[config.mk]
export PLATFORM = sky130hd
export DESIGN_NAME = fetch_queue
export DESIGN_NICKNAME = d
export VERILOG_FILES = /design/src/rtl/fetch_pkg.sv /design/src/rtl/fetch_fifo.sv /design/src/rtl/fetch_queue.sv
export SDC_FILE = /design/constraint.sdc
export NUM_CORES = 1
export LEC_CHECK = 0
export BUFFER_PORTS_ARGS = -buffer_cell sky130_fd_sc_hd__buf_2
export CAP_MARGIN = 20
export CORE_AREA = 2 2 111 113
export DETAILED_ROUTE_END_ITERATION = 6
export DIE_AREA = 0 0 113 115
export PLACE_DENSITY = 0.83
export REMOVE_ABC_BUFFERS = 1
export SYNTH_ARGS = -nofsm -noshare
export SYNTH_HDL_FRONTEND = slang
export SYNTH_HIERARCHICAL = 1
export SYNTH_SLANG_ARGS = --single-unit
[constraint.sdc]
create_clock -name clk -period 9.3 [get_ports clk]
set_input_delay 0.93 -clock clk [delete_from_list [all_inputs] [get_ports clk]]
set_output_delay 0.93 -clock clk [all_outputs]
set_load 0.01 [all_outputs]
[src/rtl/fetch_pkg.sv]
// Shared types and defaults for the instruction prefetch stage.
package fetch_pkg;

  // Fetch FSM: IDLE has nothing outstanding, REQ keeps the returning byte,
  // DRAIN throws away a byte whose request predates a redirect.
  typedef enum logic [1:0] {
    IDLE  = 2'd0,
    REQ   = 2'd1,
    DRAIN = 2'd2
  } fetch_state_t;

  localparam int DEF_ADDR_W = 16;
  localparam int DEF_DATA_W = 8;

  localparam logic [15:0] RESET_VECTOR = 16'h0000;

endpackage

[src/rtl/fetch_fifo.sv]
// Synchronous FIFO holding {byte, address} entries for the decoder.
// Flush empties the queue in one cycle and takes priority over push/pop.
// A pop on an empty queue is ignored.
module fetch_fifo #(
  parameter int DEPTH = 4,
  parameter int WIDTH = 24
) (
  input  logic                       clk,
  input  logic                       reset,
  input  logic                       i_flush,
  input  logic                       i_push,
  input  logic [WIDTH-1:0]           i_wdata,
  input  logic                       i_pop,
  output logic [WIDTH-1:0]           o_rdata,
  output logic                       o_valid,
  output logic [$clog2(DEPTH):0]     o_count
);

  localparam int PTR_W = $clog2(DEPTH);
  localparam int CNT_W = PTR_W + 1;

  logic [WIDTH-1:0] r_mem [DEPTH];
  logic [PTR_W-1:0] r_wptr;
  logic [PTR_W-1:0] r_rptr;
  logic [CNT_W-1:0] r_count;
  logic             w_pop;
  logic             w_push;

  assign w_pop  = i_pop && (r_count != '0) && !i_flush;
  assign w_push = i_push && !i_flush;

  // Storage array; contents need no reset since count gates visibility.
  always_ff @(posedge clk) begin
    if (w_push) begin
      r_mem[r_wptr] <= i_wdata;
    end
  end

  // Pointer and occupancy tracking; power-of-two depth lets pointers wrap freely.
  always_ff @(posedge clk or posedge reset) begin
    if (reset) begin
      r_wptr  <= '0;
      r_rptr  <= '0;
      r_count <= '0;
    end else if (i_flush) begin
      r_wptr  <= '0;
      r_rptr  <= '0;
      r_count <= '0;
    end else begin
      if (w_push) r_wptr <= r_wptr + PTR_W'(1);
      if (w_pop)  r_rptr <= r_rptr + PTR_W'(1);
      r_count <= r_count + CNT_W'(w_push) - CNT_W'(w_pop);
    end
  end

  assign o_rdata = r_mem[r_rptr];
  assign o_valid = (r_count != '0);
  assign o_count = r_count;

endmodule

[src/rtl/fetch_queue.sv]
// Instruction prefetch stage: issues byte reads over a req/ack handshake and
// queues {byte, address} for the decoder. A branch redirect flushes the queue
// and restarts at the target; a request already on the bus is never withdrawn,
// its data is simply dropped (DRAIN). Queue space is reserved when a request
// is issued, so a returning byte always fits.
// Optional macro FETCH_BYPASS_EN: when the queue is empty, an acked byte is
// presented to the decoder in the ack cycle and skips the queue if consumed.
module fetch_queue
  import fetch_pkg::*;
#(
  parameter int DEPTH  = 4,
  parameter int ADDR_W = DEF_ADDR_W,
  parameter int DATA_W = DEF_DATA_W
) (
  input  logic                    clk,
  input  logic                    reset,
  input  logic                    redirect,
  input  logic [ADDR_W-1:0]       redirect_addr,
  output logic                    mem_req,
  output logic [ADDR_W-1:0]       mem_addr,
  input  logic                    mem_ack,
  input  logic [DATA_W-1:0]       mem_rdata,
  output logic                    q_valid,
  output logic [DATA_W-1:0]       q_data,
  output logic [ADDR_W-1:0]       q_addr,
  input  logic                    q_ready,
  output logic [$clog2(DEPTH):0]  q_count
);

  localparam int CNT_W = $clog2(DEPTH) + 1;
  localparam int ENT_W = ADDR_W + DATA_W;

  fetch_state_t      r_state,      w_state_nxt;
  logic              r_mem_req,    w_req_nxt;
  logic [ADDR_W-1:0] r_mem_addr,   w_maddr_nxt;
  logic [ADDR_W-1:0] r_fetch_addr, w_faddr_nxt;

  logic              w_flush;
  logic              w_push;
  logic              w_pop;
  logic              w_ack_keep;
  logic              w_fifo_valid;
  logic [ENT_W-1:0]  w_fifo_rdata;
  logic [CNT_W-1:0]  w_count;
  logic [CNT_W-1:0]  w_cnt_after_pop;
  logic [CNT_W-1:0]  w_cnt_nxt;
  logic [ADDR_W-1:0] w_faddr_inc;

  // An ack in REQ without a redirect delivers a byte we want to keep.
  assign w_ack_keep  = (r_state == REQ) && mem_ack && !redirect;
  assign w_pop       = w_fifo_valid && q_ready && !redirect;
  assign w_faddr_inc = r_fetch_addr + ADDR_W'(1);

`ifdef FETCH_BYPASS_EN
  logic w_bypass;
  assign w_bypass = w_ack_keep && !w_fifo_valid;
  assign w_push   = w_ack_keep && !(w_bypass && q_ready);
  assign q_valid  = w_fifo_valid || w_bypass;
  assign q_data   = w_fifo_valid ? w_fifo_rdata[ADDR_W +: DATA_W] : mem_rdata;
  assign q_addr   = w_fifo_valid ? w_fifo_rdata[ADDR_W-1:0] : r_mem_addr;
`else
  assign w_push   = w_ack_keep;
  assign q_valid  = w_fifo_valid;
  assign q_data   = w_fifo_rdata[ADDR_W +: DATA_W];
  assign q_addr   = w_fifo_rdata[ADDR_W-1:0];
`endif

  assign w_cnt_after_pop = w_count - CNT_W'(w_pop);
  assign w_cnt_nxt       = w_count + CNT_W'(w_push) - CNT_W'(w_pop);

  fetch_fifo #(
    .DEPTH (DEPTH),
    .WIDTH (ENT_W)
  ) u_fifo (
    .clk     (clk),
    .reset   (reset),
    .i_flush (w_flush),
    .i_push  (w_push),
    .i_wdata ({mem_rdata, r_mem_addr}),
    .i_pop   (w_pop),
    .o_rdata (w_fifo_rdata),
    .o_valid (w_fifo_valid),
    .o_count (w_count)
  );

  // FSM state, bus request and fetch pointer registers.
  always_ff @(posedge clk or posedge reset) begin
    if (reset) begin
      r_state      <= IDLE;
      r_mem_req    <= 1'b0;
      r_mem_addr   <= '0;
      r_fetch_addr <= ADDR_W'(RESET_VECTOR);
    end else begin
      r_state      <= w_state_nxt;
      r_mem_req    <= w_req_nxt;
      r_mem_addr   <= w_maddr_nxt;
      r_fetch_addr <= w_faddr_nxt;
    end
  end

  // Next-state logic: issue when space is free, redirect flushes, drain stale data.
  always_comb begin
    w_state_nxt = r_state;
    w_req_nxt   = r_mem_req;
    w_maddr_nxt = r_mem_addr;
    w_faddr_nxt = r_fetch_addr;
    w_flush     = 1'b0;
    case (r_state)
      IDLE: begin
        if (redirect) begin
          w_flush     = 1'b1;
          w_faddr_nxt = redirect_addr;
          w_state_nxt = REQ;
          w_req_nxt   = 1'b1;
          w_maddr_nxt = redirect_addr;
        end else if (w_cnt_after_pop < CNT_W'(DEPTH)) begin
          w_state_nxt = REQ;
          w_req_nxt   = 1'b1;
          w_maddr_nxt = r_fetch_addr;
        end
      end
      REQ: begin
        if (redirect) begin
          w_flush     = 1'b1;
          w_faddr_nxt = redirect_addr;
          if (mem_ack) begin
            w_maddr_nxt = redirect_addr;
          end else begin
            w_state_nxt = DRAIN;
          end
        end else if (mem_ack) begin
          w_faddr_nxt = w_faddr_inc;
          if (w_cnt_nxt < CNT_W'(DEPTH)) begin
            w_maddr_nxt = w_faddr_inc;
          end else begin
            w_state_nxt = IDLE;
            w_req_nxt   = 1'b0;
          end
        end
      end
      DRAIN: begin
        if (redirect) begin
          w_flush     = 1'b1;
          w_faddr_nxt = redirect_addr;
        end
        if (mem_ack) begin
          w_state_nxt = REQ;
          w_maddr_nxt = redirect ? redirect_addr : r_fetch_addr;
        end
      end
      default: begin
        w_state_nxt = IDLE;
        w_req_nxt   = 1'b0;
      end
    endcase
  end

  assign mem_req  = r_mem_req;
  assign mem_addr = r_mem_addr;
  assign q_count  = w_count;

endmodule

==> summary.txt, run 1 <==
STA
  • Tmin final: 4811 ps
  • Rel. slew slack: 23.37%
  • Post-Route Skew: 11.05 ps
  • Min Hold Slack: 440.3 ps
  • Final Hold Violating Endpoints: 0
  • Setup repair after global routing missed its margin: no
  • Setup_tns: 0 ps
  • Max Slew Vio Count: 0
  • Number of endpoints failing setup at the final stage: 0
  • Slew at the pin with the worst max-slew slack: 1149 ps
  • Final Worst Setup Slack: 4489 ps
  • Fmax achieved: 207.9 MHz
  • Tcrit/Tclk final: 51.73%

Die
  • Initial Util: 54.28%
  • Top-level I/O count: 74
  • Total Die Area: 0.01300 mm^2
  • Core Box Area: 0.01181 mm^2
  • X dimension of the die: 113 um
  • Overall die height: 115 um
  • Count of standard-cell rows: 40

CTS
  • Htree depth: 4
  • Post-CTS Resized: 0
  • Count of clock tree sinks: 138
  • Clock latency on the worst-skew pair: 420 ps
  • Total clock buffers created by CTS: 17
  • Clock tree from TritonCTS: built
  • CTS Hold Bufs: 0
  • Number of setup buffers added after CTS: 0
  • Clock Path Buffers: 2
  • Clock-pin transition on the worst setup and hold timing paths: 60 ps
  • Cell at the root of the clock tree: sky130_fd_sc_hd__clkbuf_16

Global route
  • Total global routing overflow: 0
  • Largest net degree at the start of global routing: 52
  • Total GRT Usage: 22.41%
  • Number of antenna violations at the first check in global routing: 0
  • Wire length of the first global-routing pass: 21,970 um
  • Via count of the first global-routing pass: 4,112

Logic synthesis
  • Number of synthesized flops with an enable pin: 96
  • Top post-synthesis cells by area: sky130_fd_sc_hd__edfxtp_1, sky130_fd_sc_hd__dfrtp_1, sky130_fd_sc_hd__mux4_2
  • Cell accounting for the most synthesized area: sky130_fd_sc_hd__edfxtp_1
  • Unique masters post-synth: 62
  • Number of standard cells after synthesis: 445
  • Fraction of registers with async set/reset: 30.43%
  • Avg Synthesized Cell Area: 14.41 um^2
  • Yosys warnings: 6
  • Number of storage elements in the synthesis netlist: 138
  • Area of the mapped netlist: 0.006411 mm^2
  • Top FF cell, synth: sky130_fd_sc_hd__edfxtp_1
  • Sequential share of the synthesized area: 61.36%
  • Fraction of post-synthesis cell area in the top cell type by area: 44.96%

Critical path
  • Worst setup EP type: register
  • Worst path slowest cell: sky130_fd_sc_hd__a221oi_4
  • Critical path type: input pin to register
  • Most frequent cell on the critical path: sky130_fd_sc_hd__ha_1
  • Cell-by-cell trace of the critical path: buf_2 > clkinv_1 > and3_1 > ha_1 > inv_1 > ha_1 > a31oi_1 > xnor2_1 > a221oi_4 > mux2_2
  • CP delay by family, top: buffers and inverters
  • Crit path DAT: 5110 ps
  • Delay contributed by the slowest stage of the critical path: 980 ps
  • Maximum net fanout on the critical path: 51
  • Buf/Inv on CP: 3
  • Req. time, crit path: 9600 ps
  • RR Startpoint: r_state[0]
  • Origin of the worst setup path: redirect
  • Crit start category: input pin

Finish
  • Area added between synthesis and finish: 15.69%
  • Final instance area: 0.007417 mm^2
  • Post-layout net count: 553
  • Fraction of layout instances using a drive strength above 1: 29.22%
  • Antenna cell count: 0
  • Final design utilization: 62.80%

Routing
  • WL met1: 5317 um
  • Wire per inst: 20.41 um
  • Highest metal layer used by the detailed router: met4
  • # DRC: 8
  • Remaining antenna violation count: 0
  • Aggregate routed wire length: 13,760 um
  • WL met2: 6837 um
  • Total via count after detailed routing: 4,227
  • Average vias per placed instance: 6.272
  • Initial drt markers: 541
  • Sum of met3 wire segment lengths after detailed routing: 1141 um
  • Drt pass-1 iters: 7

Power
  • Standby leakage power: 2.807 nW
  • Net switching power: 0.7396 mW
  • Sw frac: 33.70%
  • Clock share of power: 30.1%
  • Portion of total power attributed to combinational logic: 25.4%
  • Sequential fraction of design power: 44.5%
  • Power Internal: 1.455 mW
  • PwrDens: 295.9 mW/mm^2
  • Max rail drop VDD: 0.2087 mV

Place
  • Routability cong.: 0.8570
  • IO buf count: 73
  • Setup WS pre-CTS: 4199 ps
  • Detail Placement HPWL: 8482 um
  • Area after detailed placement: 0.006834 mm^2

Min path
  • Min-delay worst type: input pin to asynchronous set/reset pin

Run
  • Maximum Capacitance Violations: 0

Run status
  • Failing checks: DRC
  • Run status: finished, violations left
[flip-flops by register name, indices dropped and copies added, names as in the netlist]
register,count
mem_addr,16
r_state,2
u_fifo/r_mem,96
mem_req,1
r_fetch_addr,16
u_fifo/o_count,3
u_fifo/r_wptr,2
u_fifo/r_rptr,2
[cell usage after synthesis (all sizes together) (9+ instances only)]
master	count
nor2	28
nand3	12
mux4	24
clkbuf	15
o21ai	22
nand2	18
buf	14
dfrtp	42
inv	16
ha	9
mux2	18
a21oi	22
xnor2	11
edfxtp	96
[worst register-to-register path: stages, from the launching register on]
cell and delay [ps]:
sky130_fd_sc_hd__dfrtp_1 1000, sky130_fd_sc_hd__o21a_1 630, sky130_fd_sc_hd__nor2_1 230, sky130_fd_sc_hd__inv_1 130, sky130_fd_sc_hd__ha_1 150, sky130_fd_sc_hd__inv_1 40
sky130_fd_sc_hd__ha_1 260, sky130_fd_sc_hd__a31oi_1 200, sky130_fd_sc_hd__xnor2_1 170, sky130_fd_sc_hd__a221oi_4 980, sky130_fd_sc_hd__mux2_2 440
[layout make-up]
cell class              instances  area [um^2]
fillers                       844         4394
well taps                     147        183.9
clock inverters                15        157.7
repair buffers                 79        410.4
inverters                      17        63.81
clock buffers                  17        425.4
multi-input cells             261         2241
flip-flops and latches        138         3935
[power by group through the flow]
| stage | registers (mW) | logic [mW] | clock network [mW] |
|---|---|---|---|
| 2_1_floorplan | 0.957 | 0.364 | 0 |
| 3_3_place_gp | 0.966 | 0.529 | 0 |
| 3_5_place_dp | 0.984 | 0.548 | 0 |
| 4_1_cts | 0.974 | 0.557 | 0.668 |
| 5_1_grt | 0.995 | 0.606 | 0.698 |
| 6_report | 0.977 | 0.558 | 0.661 |
[placed cells by master, fill, tap and decap left out, types with 7 or more instances in the layout]
| cell type | instances |
|---|---|
| sky130_fd_sc_hd__edfxtp_1 | 96 |
| sky130_fd_sc_hd__buf_2 | 73 |
| sky130_fd_sc_hd__dfrtp_1 | 41 |
| sky130_fd_sc_hd__nor2_1 | 28 |
| sky130_fd_sc_hd__a21oi_1 | 22 |
| sky130_fd_sc_hd__o21ai_0 | 21 |
| sky130_fd_sc_hd__nand2_1 | 18 |
| sky130_fd_sc_hd__mux4_2 | 18 |
| sky130_fd_sc_hd__clkbuf_16 | 17 |
| sky130_fd_sc_hd__inv_1 | 16 |
| sky130_fd_sc_hd__nand3_1 | 12 |
| sky130_fd_sc_hd__xnor2_1 | 11 |
| sky130_fd_sc_hd__mux2_2 | 11 |
| sky130_fd_sc_hd__ha_1 | 9 |
| sky130_fd_sc_hd__mux2i_1 | 8 |
| sky130_fd_sc_hd__nor2b_1 | 8 |
| sky130_fd_sc_hd__o22ai_1 | 8 |
| sky130_fd_sc_hd__nand4_1 | 7 |
| sky130_fd_sc_hd__mux2_4 | 7 |
| sky130_fd_sc_hd__and2_1 | 7 |
[per-layer routing]
metal,GRT usage [%],vias up
met5,0,-
met4,10.08,0
met3,6.273,42
met2,36.65,256
met1,28.28,2077
li1,-,1852
[path summary, 6_finish.rpt]
path | endpoint | slack (ps) | depth (start not counted)
worst max-delay path | mem_addr[10] | 4490 | 10
worst min-delay path | u_fifo/r_rptr[1] | 440 | 2
worst max register to register | mem_addr[10] | 4930 | 10
worst min register to register | u_fifo/r_mem[0][5] | 540 | 0
max in group asynchronous | mem_addr[4] | 8350 | 3
min in group clk | u_fifo/r_mem[0][5] | 540 | 0
[kinds of logic (layout without fill, tap and decap cells)]
group | Yosys count | after routing | synth area share (%)
and+or+nand+nor | 105 | 105 | 8.665
adders and majority gates | 10 | 10 | 2.069
DFF | 138 | 138 | 61.36
AOI/OAI and AO/OA | 79 | 79 | 8.080
muxes | 50 | 50 | 13.60
xor gates and xnor gates | 17 | 17 | 2.537
buffers and inverters | 46 | 128 | 3.688
[metrics by stage]
step	total power, mW	std cells
floorplan	1.321	416
global placement	1.495	642
detailed placement	1.532	642
CTS	2.198	674
global route	2.299	674
finish	2.195	674
No activity file was read; power rests on OpenSTA's default activity.
==> run 2, diff against run 1 <==
--- a/config.mk
+++ b/config.mk
@@ -7,10 +7,10 @@
 export LEC_CHECK = 0
 export BUFFER_PORTS_ARGS = -buffer_cell sky130_fd_sc_hd__buf_2
 export CAP_MARGIN = 20
-export CORE_AREA = 2 2 111 113
+export CORE_AREA = 2 2 113 115
 export DETAILED_ROUTE_END_ITERATION = 6
-export DIE_AREA = 0 0 113 115
-export PLACE_DENSITY = 0.83
+export DIE_AREA = 0 0 115 117
+export PLACE_DENSITY = 0.84
 export REMOVE_ABC_BUFFERS = 1
 export SYNTH_ARGS = -nofsm -noshare
 export SYNTH_HDL_FRONTEND = slang
==> constraint.sdc (replaced) <==
create_clock -name clk -period 4 [get_ports clk]
set_input_delay 0.4 -clock clk [delete_from_list [all_inputs] [get_ports clk]]
set_output_delay 0.4 -clock clk [all_outputs]
set_load 0.01 [all_outputs]
==> run 2 against run 1 <==
Against the previous run: sequential share of layout area is 0.13 points lower; clock-buffer cell count is 5 higher; wire length is 7.1% lower; clock power is 110% higher; non-clock buffer count is 7 higher; the flow now finishes without violations; setup slack worse by 3800 ps; highest routed layer unchanged; combinational power is 140% higher; via count is 4.7% lower; first-iteration DRC count is 19% lower.
==> summary.txt, run 2 (same netlist as run 1, synthesis figures left out) <==
CTS
  • Count of clock tree sinks: 138 (unchanged)
  • Clock latency on the worst-skew pair: 420 ps (about the same)
  • Clock Path Buffers: 2 (unchanged)
  • Number of setup buffers added after CTS: 0 (unchanged)
  • Clock-pin transition on the worst setup and hold timing paths: 60 ps (about the same)
  • Total clock buffers created by CTS: 17 (unchanged)
  • Post-CTS Resized: 0 (unchanged)
  • Htree depth: 4 (unchanged)
  • Cell at the root of the clock tree: sky130_fd_sc_hd__clkbuf_16
  • CTS Hold Bufs: 1 (+1)
  • Clock tree from TritonCTS: built

Finish
  • Final instance area: 0.007435 mm^2 (+0.24%)
  • Fin cells: 684 (+1.5%)
  • Commonest non-fill, non-tap cells in the layout: sky130_fd_sc_hd__edfxtp_1, sky130_fd_sc_hd__buf_2, sky130_fd_sc_hd__dfrtp_1, sky130_fd_sc_hd__nor2_1, sky130_fd_sc_hd__a21oi_1
  • Fraction of layout instances using a drive strength above 1: 28.65% (-0.57 points)
  • Area added between synthesis and finish: 15.96%
  • Flip-flop count of the largest register, all copies and words added: 96 (unchanged)
  • Antenna cell count: 0 (unchanged)
  • Most flops, register: u_fifo/r_mem
  • Post-layout net count: 560 (+1.3%)
  • Leading cell type in the layout, fill and taps excluded: sky130_fd_sc_hd__edfxtp_1

Die
  • Initial Util: 52.07% (-2.2 points)
  • Core Box Area: 0.01231 mm^2 (+4.2%)
  • Total Die Area: 0.01346 mm^2 (+3.5%)
  • Count of standard-cell rows: 41 (+2.5%)
  • Top-level I/O count: 74 (unchanged)
  • Overall die height: 117 um (+1.7%)
  • X dimension of the die: 115 um (+1.8%)

Global route
  • Total global routing overflow: 0 (unchanged)
  • Wire length of the first global-routing pass: 20,490 um (-6.8%)
  • Largest net degree at the start of global routing: 39 (-25%)
  • Total GRT Usage: 20.42% (-2.0 points)
  • Number of antenna violations at the first check in global routing: 0 (unchanged)
  • Via count of the first global-routing pass: 3,981 (-3.2%)

Power
  • Overall Power: 4.934 mW (+120%)
  • PwrDens: 663.6 mW/mm^2 (+120%)
  • Max rail drop VDD: 0.4111 mV (+97%)
  • Standby leakage power: 2.820 nW (+0.47%)

Routing
  • Initial drt markers: 437 (-19%)
  • Total via count after detailed routing: 4,029 (-4.7%)
  • Remaining antenna violation count: 0 (unchanged)
  • Aggregate routed wire length: 12,780 um (-7.1%)
  • Drt pass-1 iters: 7 (unchanged)
  • Average vias per placed instance: 5.890 (-6.1%)
  • # DRC: 0 (-8)
  • Wire per inst: 18.68 um (-8.5%)

Place
  • Area after detailed placement: 0.006875 mm^2 (+0.60%)
  • IO buf count: 73 (unchanged)
  • Routability cong.: 0.8622 (+0.61%)
  • Detail Placement HPWL: 8276 um (-2.4%)
  • Inst Count DP: 650 (+1.2%)
  • Setup WS pre-CTS: 630.1 ps (-3569 ps)

STA
  • Tcrit/Tclk final: 83.33%
  • Post-Route Skew: 5.718 ps (-5.334 ps)
  • Rel. slew slack: 27.67% (+4.3 points)
  • Final Worst Setup Slack: 667.0 ps (-3822 ps)
  • Number of endpoints failing setup at the final stage: 0 (unchanged)
  • Setup repair after global routing missed its margin: no
  • Max Slew Vio Count: 0 (unchanged)
  • Fmax achieved: 300.0 MHz
  • Setup_tns: 0 ps (unchanged)
  • Tmin final: 3333 ps
  • Slew at the pin with the worst max-slew slack: 1078 ps (-71.70 ps)
  • Final Hold Violating Endpoints: 0 (unchanged)

Critical path
  • Worst setup EP type: register
  • R2r worst-path depth: 13 (+3)
  • Crit start category: register
  • RR Startpoint: r_state[0]
  • Maximum net fanout on the critical path: 19 (-63%)
  • Crit path DAT: 3630 ps (-1480 ps)
  • Origin of the worst setup path: r_state[0]
  • Critical path type: register to register
  • Req. time, crit path: 4300 ps (-5300 ps)

Min path
  • Launch point of the worst hold path: mem_rdata[3]
  • Min-delay worst type: input pin to register
  • Worst Hold Path Cells: 1

Run status
  • Run status: complete, no violations

Run
  • Maximum Capacitance Violations: 0 (unchanged)
## run 2: cell count changes in the layout (fill, tap and decap cells not counted), moves of 2 or more
cell                       change
sky130_fd_sc_hd__clkbuf_1      +5
sky130_fd_sc_hd__inv_8         -2
sky130_fd_sc_hd__clkinv_1      +2
sky130_fd_sc_hd__clkinv_2      +4
sky130_fd_sc_hd__inv_6         -6
sky130_fd_sc_hd__buf_4         +5
## run 2: layout make-up
| class | instances | area, um^2 |
|---|---|---|
| Clock buffer | 22 | 444.2 |
| Clock inverter | 10 | 77.57 |
| Fill cell | 937 | 4877 |
| Inverter | 17 | 63.81 |
| Multi-Input combinational cell | 261 | 2241 |
| Sequential cell | 138 | 3935 |
| Tap cell | 150 | 187.7 |
| Timing Repair Buffer | 86 | 485.5 |
## run 2: stage by stage
step                      hold WS (ps)  utilization, %
final                            196.2           60.39
after global routing             186.1           60.39
after CTS                        183.5           60.16
after detailed placement         358.2           55.84
after floorplan                  203.4               -
after global placement           345.0           55.84
## run 2: power by group
group / leakage [nW] / switching (mW) / internal, mW
registers: 1.38 / 0.344 / 1.89
logic: 1.19 / 0.683 / 0.635
clock network: 0.253 / 0.538 / 0.841
## run 2: per-layer routing
metal  global-route usage, %  share of wire [%]  wire length [um]
met3                   6.231                7.1               907
met4                   7.711                2.3               293
met1                   26.49                 42              5359
met2                   32.82                 49              6217
met5                       0                  0                 0
## run 2: path summary, 6_finish.rpt
path,to,slack (ps)
setup / recovery,u_fifo/o_count[2],670
hold / removal,u_fifo/r_mem[2][19],200
setup reg to reg,u_fifo/o_count[2],670
hold reg to reg,u_fifo/r_mem[0][7],540
max in group asynchronous,mem_addr[8],3020
min in group asynchronous,u_fifo/o_count[1],470
## run 2: critical path, cell delays in order, from the launching register on
cell                      delay (ps)
sky130_fd_sc_hd__dfrtp_1         590
sky130_fd_sc_hd__buf_4           320
sky130_fd_sc_hd__nand2_1         120
sky130_fd_sc_hd__nand2_1         350
sky130_fd_sc_hd__inv_1           270
sky130_fd_sc_hd__nor2b_1         320
sky130_fd_sc_hd__inv_1            80
sky130_fd_sc_hd__ha_1            270
sky130_fd_sc_hd__inv_1            60
sky130_fd_sc_hd__ha_1            140
sky130_fd_sc_hd__inv_1            50
sky130_fd_sc_hd__fa_1            370
sky130_fd_sc_hd__xnor3_1         210
sky130_fd_sc_hd__nor2_1           40
